### src/rtl/ioctl_rom_router.sv
// Routes ioctl ROM-download bytes for one ioctl_index into equal-size regions.
// Optional ROUTER_CHECKSUM_EN adds a 16-bit sum of accepted bytes.
module ioctl_rom_router #(
  parameter int         NUM_REGIONS = 15,
  parameter int         REGION_AW   = 12,
  parameter logic [7:0] INDEX       = 8'd0
) (
  input  logic                   clk_49m,
  input  logic                   reset,
  input  logic                   ioctl_download,
  input  logic [7:0]             ioctl_index,
  input  logic [24:0]            ioctl_addr,
  input  logic [7:0]             ioctl_data,
  input  logic                   ioctl_wr,
  output logic [NUM_REGIONS-1:0] region_we,
  output logic [REGION_AW-1:0]   region_addr,
  output logic [7:0]             region_data,
  output logic [NUM_REGIONS-1:0] region_loaded,
  output logic                   load_done,
  output logic                   core_hold,
  output logic                   oob_error,
  output logic [24:0]            byte_count
`ifdef ROUTER_CHECKSUM_EN
  ,
  output logic [15:0]            checksum
`endif
);

  typedef enum logic [2:0] {
    S_IDLE,
    S_LOADING,
    S_FLUSH,
    S_DONE,
    S_FAIL
  } state_t;

  localparam logic [25:0] LIMIT = 26'(NUM_REGIONS) << REGION_AW;

  state_t                 state;
  logic                   dl_q;
  logic                   sel;
  logic                   rise;
  logic                   fall;
  logic                   acc;
  logic                   in_rng;
  logic                   lo_ones;
  logic [4:0]             n;
  logic [NUM_REGIONS-1:0] hot;

  always_comb begin
    sel     = (ioctl_index == INDEX);
    rise    = ioctl_download & ~dl_q & sel;
    fall    = ~ioctl_download & dl_q;
    acc     = (state == S_LOADING) & ioctl_wr & sel;
    in_rng  = ({1'b0, ioctl_addr} < LIMIT);
    lo_ones = &ioctl_addr[REGION_AW-1:0];
    n       = ioctl_addr[REGION_AW+4:REGION_AW];
    hot     = '0;
    for (int i = 0; i < NUM_REGIONS; i++)
      hot[i] = (n == 5'(i));
  end

  always_ff @(posedge clk_49m or posedge reset) begin
    if (reset) begin
      state         <= S_IDLE;
      dl_q          <= 1'b0;
      region_we     <= '0;
      region_addr   <= '0;
      region_data   <= '0;
      region_loaded <= '0;
      load_done     <= 1'b0;
      core_hold     <= 1'b1;
      oob_error     <= 1'b0;
      byte_count    <= '0;
`ifdef ROUTER_CHECKSUM_EN
      checksum      <= '0;
`endif
    end else begin
      dl_q      <= ioctl_download;
      region_we <= '0;
      if (acc && in_rng) begin
        region_we   <= hot;
        region_addr <= ioctl_addr[REGION_AW-1:0];
        region_data <= ioctl_data;
        if (byte_count != '1)
          byte_count <= byte_count + 25'd1;
        if (lo_ones)
          region_loaded <= region_loaded | hot;
`ifdef ROUTER_CHECKSUM_EN
        checksum <= checksum + 16'(ioctl_data);
`endif
      end
      if (acc && !in_rng)
        oob_error <= 1'b1;
      // rise is only acted on outside LOADING, so it never races an accept
      unique case (state)
        S_IDLE, S_DONE, S_FAIL: begin
          if (rise) begin
            state         <= S_LOADING;
            region_loaded <= '0;
            oob_error     <= 1'b0;
            byte_count    <= '0;
            load_done     <= 1'b0;
            core_hold     <= 1'b1;
`ifdef ROUTER_CHECKSUM_EN
            checksum      <= '0;
`endif
          end
        end
        S_LOADING: begin
          if (fall)
            state <= S_FLUSH;
        end
        S_FLUSH: begin
          if (&region_loaded && !oob_error) begin
            state     <= S_DONE;
            load_done <= 1'b1;
            core_hold <= 1'b0;
          end else begin
            state <= S_FAIL;
          end
        end
        default: state <= S_IDLE;
      endcase
    end
  end

endmodule
### config.mk
export PLATFORM = sky130hd
export DESIGN_NAME = ioctl_rom_router
export DESIGN_NICKNAME = d
export VERILOG_FILES = /design/src/rtl/ioctl_rom_router.sv
export SDC_FILE = /design/constraint.sdc
export NUM_CORES = 1
export LEC_CHECK = 0
export BUFFER_PORTS_ARGS = -buffer_cell sky130_fd_sc_hd__buf_2
export CAP_MARGIN = 40
export CORE_MARGIN = 8
export CORE_UTILIZATION = 50
export CTS_BUF_LIST = sky130_fd_sc_hd__clkbuf_16
export DETAILED_ROUTE_END_ITERATION = 8
export PLACE_DENSITY = 0.79
export SYNTH_ARGS = -nofsm -noshare
export SYNTH_HDL_FRONTEND = slang
export SYNTH_SLANG_ARGS = --single-unit
### constraint.sdc
create_clock -name clk_49m -period 4.1 [get_ports clk_49m]
set_clock_uncertainty 0.2 [all_clocks]
set_input_delay 1.23 -clock clk_49m [delete_from_list [all_inputs] [get_ports clk_49m]]
set_output_delay 1.23 -clock clk_49m [all_outputs]
set_load 0.05 [all_outputs]
==> results of run 1 <==
-- power breakdown --
group,internal (mW),leakage (nW),switching [mW],total (mW)
combinational,0.0245,1.09,0.0375,0.0620
sequential,0.811,1.14,0.00195,0.813
clock,0.482,0.145,0.342,0.824
-- sequential cells by signal (all words and copies together) (netlist names), 3 cells and up --
name and flops:
byte_count 25, region_loaded 15, region_we 15, region_addr 12, region_data 8, state 3
-- cell usage after synthesis, types with 5 or more instances --
library cell | instances | area [µm²]
sky130_fd_sc_hd__nor2_1 | 44 | 165
sky130_fd_sc_hd__or4_1 | 5 | 37.5
sky130_fd_sc_hd__o21ai_0 | 15 | 75.1
sky130_fd_sc_hd__nor4_1 | 6 | 37.5
sky130_fd_sc_hd__or3_1 | 14 | 87.6
sky130_fd_sc_hd__mux2_2 | 21 | 236
sky130_fd_sc_hd__nor3_1 | 6 | 30.0
sky130_fd_sc_hd__a21oi_1 | 23 | 115
sky130_fd_sc_hd__nand4_1 | 15 | 93.8
sky130_fd_sc_hd__o21a_1 | 18 | 135
sky130_fd_sc_hd__nand3_1 | 11 | 55.1
sky130_fd_sc_hd__clkbuf_1 | 7 | 26.3
sky130_fd_sc_hd__dfrtp_1 | 81 | 2030
sky130_fd_sc_hd__nand2_1 | 26 | 97.6
-- kinds of logic (layout without fill, tap and decap cells) --
logic type      Yosys count  after routing  share of synthesized area
buf+inv                  17            149                     0.0188
mux                      21             21                     0.0646
flops                    82             82                      0.561
fa+ha+maj                 1              1                    0.00342
simple gates            156            156                      0.228
compound gates           71             71                      0.120
xor+xnor                  2              2                    0.00478
-- path summary, 6_finish.rpt --
path                       cells after the start                          to                        from  slack, ns
setup / recovery                               6    byte_count[15]$_DFF_PP0_              ioctl_index[5]       0.75
hold reg to reg                                1  region_addr[6]$_DFFE_PP0N_  region_addr[6]$_DFFE_PP0N_       0.30
min in group asynchronous                      2  region_addr[8]$_DFFE_PP0N_                       reset       0.65
setup reg to reg                               5    byte_count[15]$_DFF_PP0_     byte_count[3]$_DFF_PP0_       1.32
max in group asynchronous                      4  region_loaded[4]$_DFF_PP0_                       reset       2.39
hold / removal                                 1  region_addr[6]$_DFFE_PP0N_  region_addr[6]$_DFFE_PP0N_       0.30
-- metrics by stage --
| step | cells | worst slack, ns |
|---|---|---|
| finish | 581 | 0.748 |
| global route | 581 | 0.612 |
| global placement | 564 | 0.544 |
| CTS | 581 | 0.823 |
| detailed placement | 565 | 0.476 |
| floorplan | 350 | 0.563 |
-- final cells by class --
class,instances,area [µm²]
timing repair buffer,130,691
multi-input combinational,251,1540
inverter,3,12.5
clock buffer,9,225
fill,579,2440
clock inverter,7,82.6
tap,99,124
sequential,82,2050
-- critical path: stages --
cell and delay, ns:
sky130_fd_sc_hd__buf_2 0.09, sky130_fd_sc_hd__nor4_1 0.57, sky130_fd_sc_hd__and3_1 0.44, sky130_fd_sc_hd__o211ai_1 0.39
sky130_fd_sc_hd__or3_1 0.47, sky130_fd_sc_hd__a21oi_1 0.19
-- metal layers --
metal	GRT usage	share of wire	vias to the layer above
li1	-	-	1534
met1	0.225	0.41	1589
met2	0.318	0.50	124
met3	0.0632	0.079	12
met4	0.0653	0.012	0
met5	0	0	-
==> summary.txt, run 1 <==
Place
  – DP Area: 0.00442 mm²
  – Placer congestion estimate: 0.937
  – DP HPWL: 7320 µm
  – Number of buffers inserted by port buffering: 122

STA
  – Total count of max-transition violations in the final report: 0
  – Unrepaired setup endpoints after global routing: no
  – Final setup violation count: 0
  – Setup TNS Final: 0 ns
  – Minimum clock period after layout: 3.35 ns
  – Period Utilization, post-route: 0.818
  – Pin slew with the least headroom to its limit: 0.807 ns
  – Relative slew margins: 0.459
  – Final hold violation count: 0
  – Final-layout worst hold slack: 0.301 ns
  – Fmax: 298 MHz

Clock network
  – Count of buffers added by post-CTS timing repair for setup: 0
  – Post-CTS Hold Buffers: 0
  – Clock Tree Buf Depth: 2
  – Clock Root Buffer: sky130_fd_sc_hd__clkbuf_16
  – Cts repair resizes: 0
  – Clock slew seen by the registers of the worst setup and hold paths: 0.07 ns
  – Number of buffers inserted during clock tree synthesis: 9
  – CTS H-tree depth: 3
  – CTS tree: yes
  – Skew-Pair Late Insertion Delay: 0.33 ns
  – Count of clock tree sinks: 82

Pwr
  – Leakage power of the design: 2.37 nW
  – Max VDD drop: 202 µV
  – Power Density: 359 mW/mm²
  – Power Total: 1.70 mW

Floorplanning
  – I/O pins: 123
  – Die area: 0.0103 mm²
  – Die extent in x: 102 µm
  – Height of the die: 102 µm
  – Initial Utilization: 0.510
  – Core Rows: 31
  – Core Area: 0.00718 mm²

Global routing
  – Wire length of the first global-routing pass: 15,700 µm
  – Grt total ovfl: 0
  – Largest net degree at the start of global routing: 48
  – Vias in the first global route: 3,299
  – All-layer global routing usage: 0.191
  – Number of antenna violations at the first check in global routing: 0

Synth
  – Register area share after synthesis: 0.561
  – Share of async-settable or async-resettable flops after synthesis: 1.00
  – Most used flip-flop cell after synthesis: sky130_fd_sc_hd__dfrtp_1
  – Number of instances in the synthesized netlist: 350
  – Synthesized area: 0.00366 mm²
  – Count of flip-flops with a built-in enable after synthesis: 0
  – Syn avg cell area: 10.5 µm²
  – Post-synthesis net count: 396
  – Yosys synthesis warning count: 0
  – Number of library cell types mapped by synthesis: 46
  – Synth Register Bits: 82

Cells and area
  – P&R area growth vs syn: 29.2%
  – Share of final-layout standard cells stronger than drive strength 1: 0.369
  – Most frequent standard cell in the layout excluding fill and tap cells: sky130_fd_sc_hd__buf_2
  – Non-Filler Cell Area, Final: 0.00473 mm²
  – Number of nets in the layout: 523
  – Antenna Cells: 0
  – Highest-count cells in the layout ignoring fill and taps: sky130_fd_sc_hd__buf_2 (122), sky130_fd_sc_hd__dfrtp_1 (81), sky130_fd_sc_hd__nor2_1 (43)
  – Finished Core Util: 0.659

Drt
  – Vias per cell: 5.61
  – Mean routed wirelength per cell: 16.7 µm
  – Total wire length: 9680 µm
  – Iteration count of the initial detailed-routing pass: 4
  – Post-route DRC violation count: 0
  – Post-route ant nets: 0
  – Count of routing violations after the opening detailed-route iteration: 175
  – Vias: 3,259

Worst setup path
  – Startpoint type of the worst setup path: input port
  – Endpoint class of the critical path: register
  – Arrival time at the worst endpoint: 3.40 ns
  – Largest fanout on the critical path: 12
  – Required time of the critical path: 4.15 ns
  – Critical Setup Path Class: input port to register

Run status
  – Result of the run: finished clean

Worst hold path
  – Hold WC Path Type: register to register

Flow run
  – Number of maximum-capacitance constraint violations: 0
No activity file was read; power rests on OpenSTA's default activity.
==> run 2: changes to the inputs <==
==> constraint.sdc (replaced) <==
create_clock -name clk_49m -period 3.51 [get_ports clk_49m]
set_clock_uncertainty 0.2 [all_clocks]
set_input_delay 1.053 -clock clk_49m [delete_from_list [all_inputs] [get_ports clk_49m]]
set_output_delay 1.053 -clock clk_49m [all_outputs]
set_load 0.05 [all_outputs]
==> run 2 against run 1 <==
Non-clock buffer count is 1 higher. Die area stayed put. First-iteration DRC count is 11% lower. Critical path type unchanged. Clock power is 14% higher. Critical endpoint is now byte_count[17]$_DFF_PP0_.
==> summary.txt, run 2 (synthesized netlist as in run 1, its figures left out) <==
Run status
  – Result of the run: finished clean

Worst hold path
  – Hold Path Origin: load_done$_DFFE_PP0P_
  – Instance count along the most critical hold path: 2 (+1)
  – Hold WC Path Type: register to register
  – End point of the worst hold path: load_done$_DFFE_PP0P_

STA
  – Final setup violation count: 0 (unchanged)
  – Unrepaired setup endpoints after global routing: no
  – Setup TNS Final: 0 ns (unchanged)
  – Pin slew with the least headroom to its limit: 0.814 ns (+0.00641 ns)
  – Total count of max-transition violations in the final report: 0 (unchanged)
  – Minimum clock period after layout: 3.02 ns
  – Fmax: 332 MHz
  – Period Utilization, post-route: 0.859
  – Final hold violation count: 0 (unchanged)
  – Relative slew margins: 0.455 (-0.00430)

Worst setup path
  – Startpoint type of the worst setup path: input port
  – Critical Setup Path Class: input port to register
  – CP max stage cell: sky130_fd_sc_hd__nor4_1
  – Required time of the critical path: 3.56 ns (-0.59 ns)
  – Setup slack of the most critical reg-to-reg path: 0.79 ns (-0.53 ns)
  – Number of cells traversed by the worst register-to-register path: 5 (unchanged)
  – Max stage delay on crit path: 0.46 ns (-0.11 ns)
  – Largest fanout on the critical path: 11 (-1)
  – Arrival time at the worst endpoint: 3.07 ns (-0.33 ns)
  – Endpoint class of the critical path: register
  – Reg2reg end: byte_count[9]$_DFF_PP0_
  – RR Startpoint: byte_count[3]$_DFF_PP0_
  – Combined buffer and inverter count along the critical path: 2 (+1)
  – Family with the most delay on the worst path: simple AND/OR/NAND/NOR gates
  – Cells along the critical path: buf_2 -> nor4_1 -> and3_1 -> o211ai_1 -> buf_4 -> or3_1 -> a21oi_1

Pwr
  – Leakage power of the design: 2.36 nW (-0.17%)
  – Power Density: 416 mW/mm² (+16%)
  – Max VDD drop: 250 µV (+24%)

Clock network
  – Clock slew seen by the registers of the worst setup and hold paths: 0.06 ns (about the same)
  – CTS H-tree depth: 3 (unchanged)
  – Cts repair resizes: 0 (unchanged)
  – Post-CTS Hold Buffers: 0 (unchanged)
  – Clock Root Buffer: sky130_fd_sc_hd__clkbuf_16
  – Skew-Pair Late Insertion Delay: 0.33 ns (about the same)
  – Count of clock tree sinks: 82 (unchanged)
  – CTS tree: yes
  – Clock Tree Buf Depth: 2 (unchanged)
  – Count of buffers added by post-CTS timing repair for setup: 0 (unchanged)
  – Number of buffers inserted during clock tree synthesis: 9 (unchanged)

Floorplanning
  – Core Area: 0.00718 mm² (unchanged)
  – Initial Utilization: 0.510 (unchanged)
  – Core Rows: 31 (unchanged)
  – Die extent in x: 102 µm (unchanged)
  – Die area: 0.0103 mm² (unchanged)
  – I/O pins: 123 (unchanged)
  – Height of the die: 102 µm (unchanged)

Drt
  – Iteration count of the initial detailed-routing pass: 4 (unchanged)
  – Post-route ant nets: 0 (unchanged)
  – Post-route DRC violation count: 0 (unchanged)
  – Vias: 3,234 (-0.77%)
  – Vias per cell: 5.56 (-0.94%)
  – Mean routed wirelength per cell: 16.6 µm (-0.45%)
  – Total wire length: 9650 µm (-0.28%)
  – Count of routing violations after the opening detailed-route iteration: 156 (-11%)

Place
  – # placed instances: 566 (+0.18%)
  – Number of buffers inserted by port buffering: 122 (unchanged)
  – Placer congestion estimate: 0.910 (-2.8%)
  – DP HPWL: 7410 µm (+1.3%)
  – DP Area: 0.00441 mm² (-0.28%)

Cells and area
  – Most frequent standard cell in the layout excluding fill and tap cells: sky130_fd_sc_hd__buf_2
  – Antenna Cells: 0 (unchanged)
  – Fillcell total: 591 (+2.1%)
  – Highest-count cells in the layout ignoring fill and taps: sky130_fd_sc_hd__buf_2 (122), sky130_fd_sc_hd__dfrtp_1 (81), sky130_fd_sc_hd__nor2_1 (43)
  – P&R area growth vs syn: 28.7%
  – Non-Filler Cell Area, Final: 0.00471 mm² (-0.40%)
  – Largest reg by FF count: byte_count
  – Share of final-layout standard cells stronger than drive strength 1: 0.369 (-0.000765)
  – Number of nets in the layout: 524 (+0.19%)
  – Max reg flops: 25 (unchanged)
  – Final instance count without filler cells: 582 (+0.17%)
  – Largest regs: byte_count x25, region_loaded x15, region_we x15

Flow run
  – Number of maximum-capacitance constraint violations: 0 (unchanged)

Global routing
  – Grt total ovfl: 0 (unchanged)
  – Number of antenna violations at the first check in global routing: 0 (unchanged)
  – All-layer global routing usage: 0.198 (+0.00662)
  – Wire length of the first global-routing pass: 16,000 µm (+2.3%)
  – Vias in the first global route: 3,343 (+1.3%)
  – Largest net degree at the start of global routing: 48 (unchanged)
## run 2: cell count changes in the layout (fill, tap and decap cells not counted), sizes merged
cell	delta
buf	+1
clkinv	+3
clkinvlp	-1
inv	-2
## run 2: worst min-delay path: cells and delay by family (launching register included)
family	cells	cell delay, ns
and+or+nand+nor	2	0.11
DFF	1	0.35
## run 2: cell type report
type / count / area (µm²) / area share
Clock inverter: 7 / 76.3 / 0.0162
Multi-Input combinational cell: 251 / 1540 / 0.327
Timing Repair Buffer: 131 / 678 / 0.144
Tap cell: 99 / 124 / 0.0263
Clock buffer: 9 / 225 / 0.0478
Sequential cell: 82 / 2050 / 0.436
Inverter: 3 / 12.5 / 0.00266
## run 2: report_power, final
part	switching, mW	leakage, nW	internal [mW]	total, mW
registers	0.00227	1.14	0.948	0.950
clock network	0.385	0.144	0.556	0.940
logic	0.0424	1.08	0.0252	0.0676
## run 2: metal layers
| layer | GRT usage | vias to the layer above | share of wire |
|---|---|---|---|
| met2 | 0.323 | 112 | 0.50 |
| met3 | 0.0639 | 18 | 0.079 |
| met4 | 0.0836 | 0 | 0.019 |
| met5 | 0 | - | 0 |
| li1 | - | 1540 | - |
| met1 | 0.233 | 1564 | 0.40 |
## run 2: worst max-delay path by stage
stage / startpoint / to / cells after the start
6_report: ioctl_index[5] / byte_count[17]$_DFF_PP0_ / 7
3_3_place_gp: ioctl_index[5] / byte_count[21]$_DFF_PP0_ / 7
3_5_place_dp: ioctl_index[5] / byte_count[17]$_DFF_PP0_ / 7
2_1_floorplan: reset / byte_count[0]$_DFF_PP0_ / 1
5_1_grt: ioctl_index[5] / byte_count[19]$_DFF_PP0_ / 7
4_1_cts: ioctl_index[5] / byte_count[17]$_DFF_PP0_ / 7
## run 2: stage by stage
stage           util  setup WS (ns)  hold WS (ns)  power, mW
2_1_floorplan      -          0.150         0.296      0.996
3_3_place_gp   0.615          0.312         0.286       1.03
3_5_place_dp   0.615          0.212         0.294       1.04
4_1_cts        0.657          0.538         0.309       1.97
5_1_grt        0.657          0.354         0.322       2.03
6_report       0.657          0.494         0.294       1.96
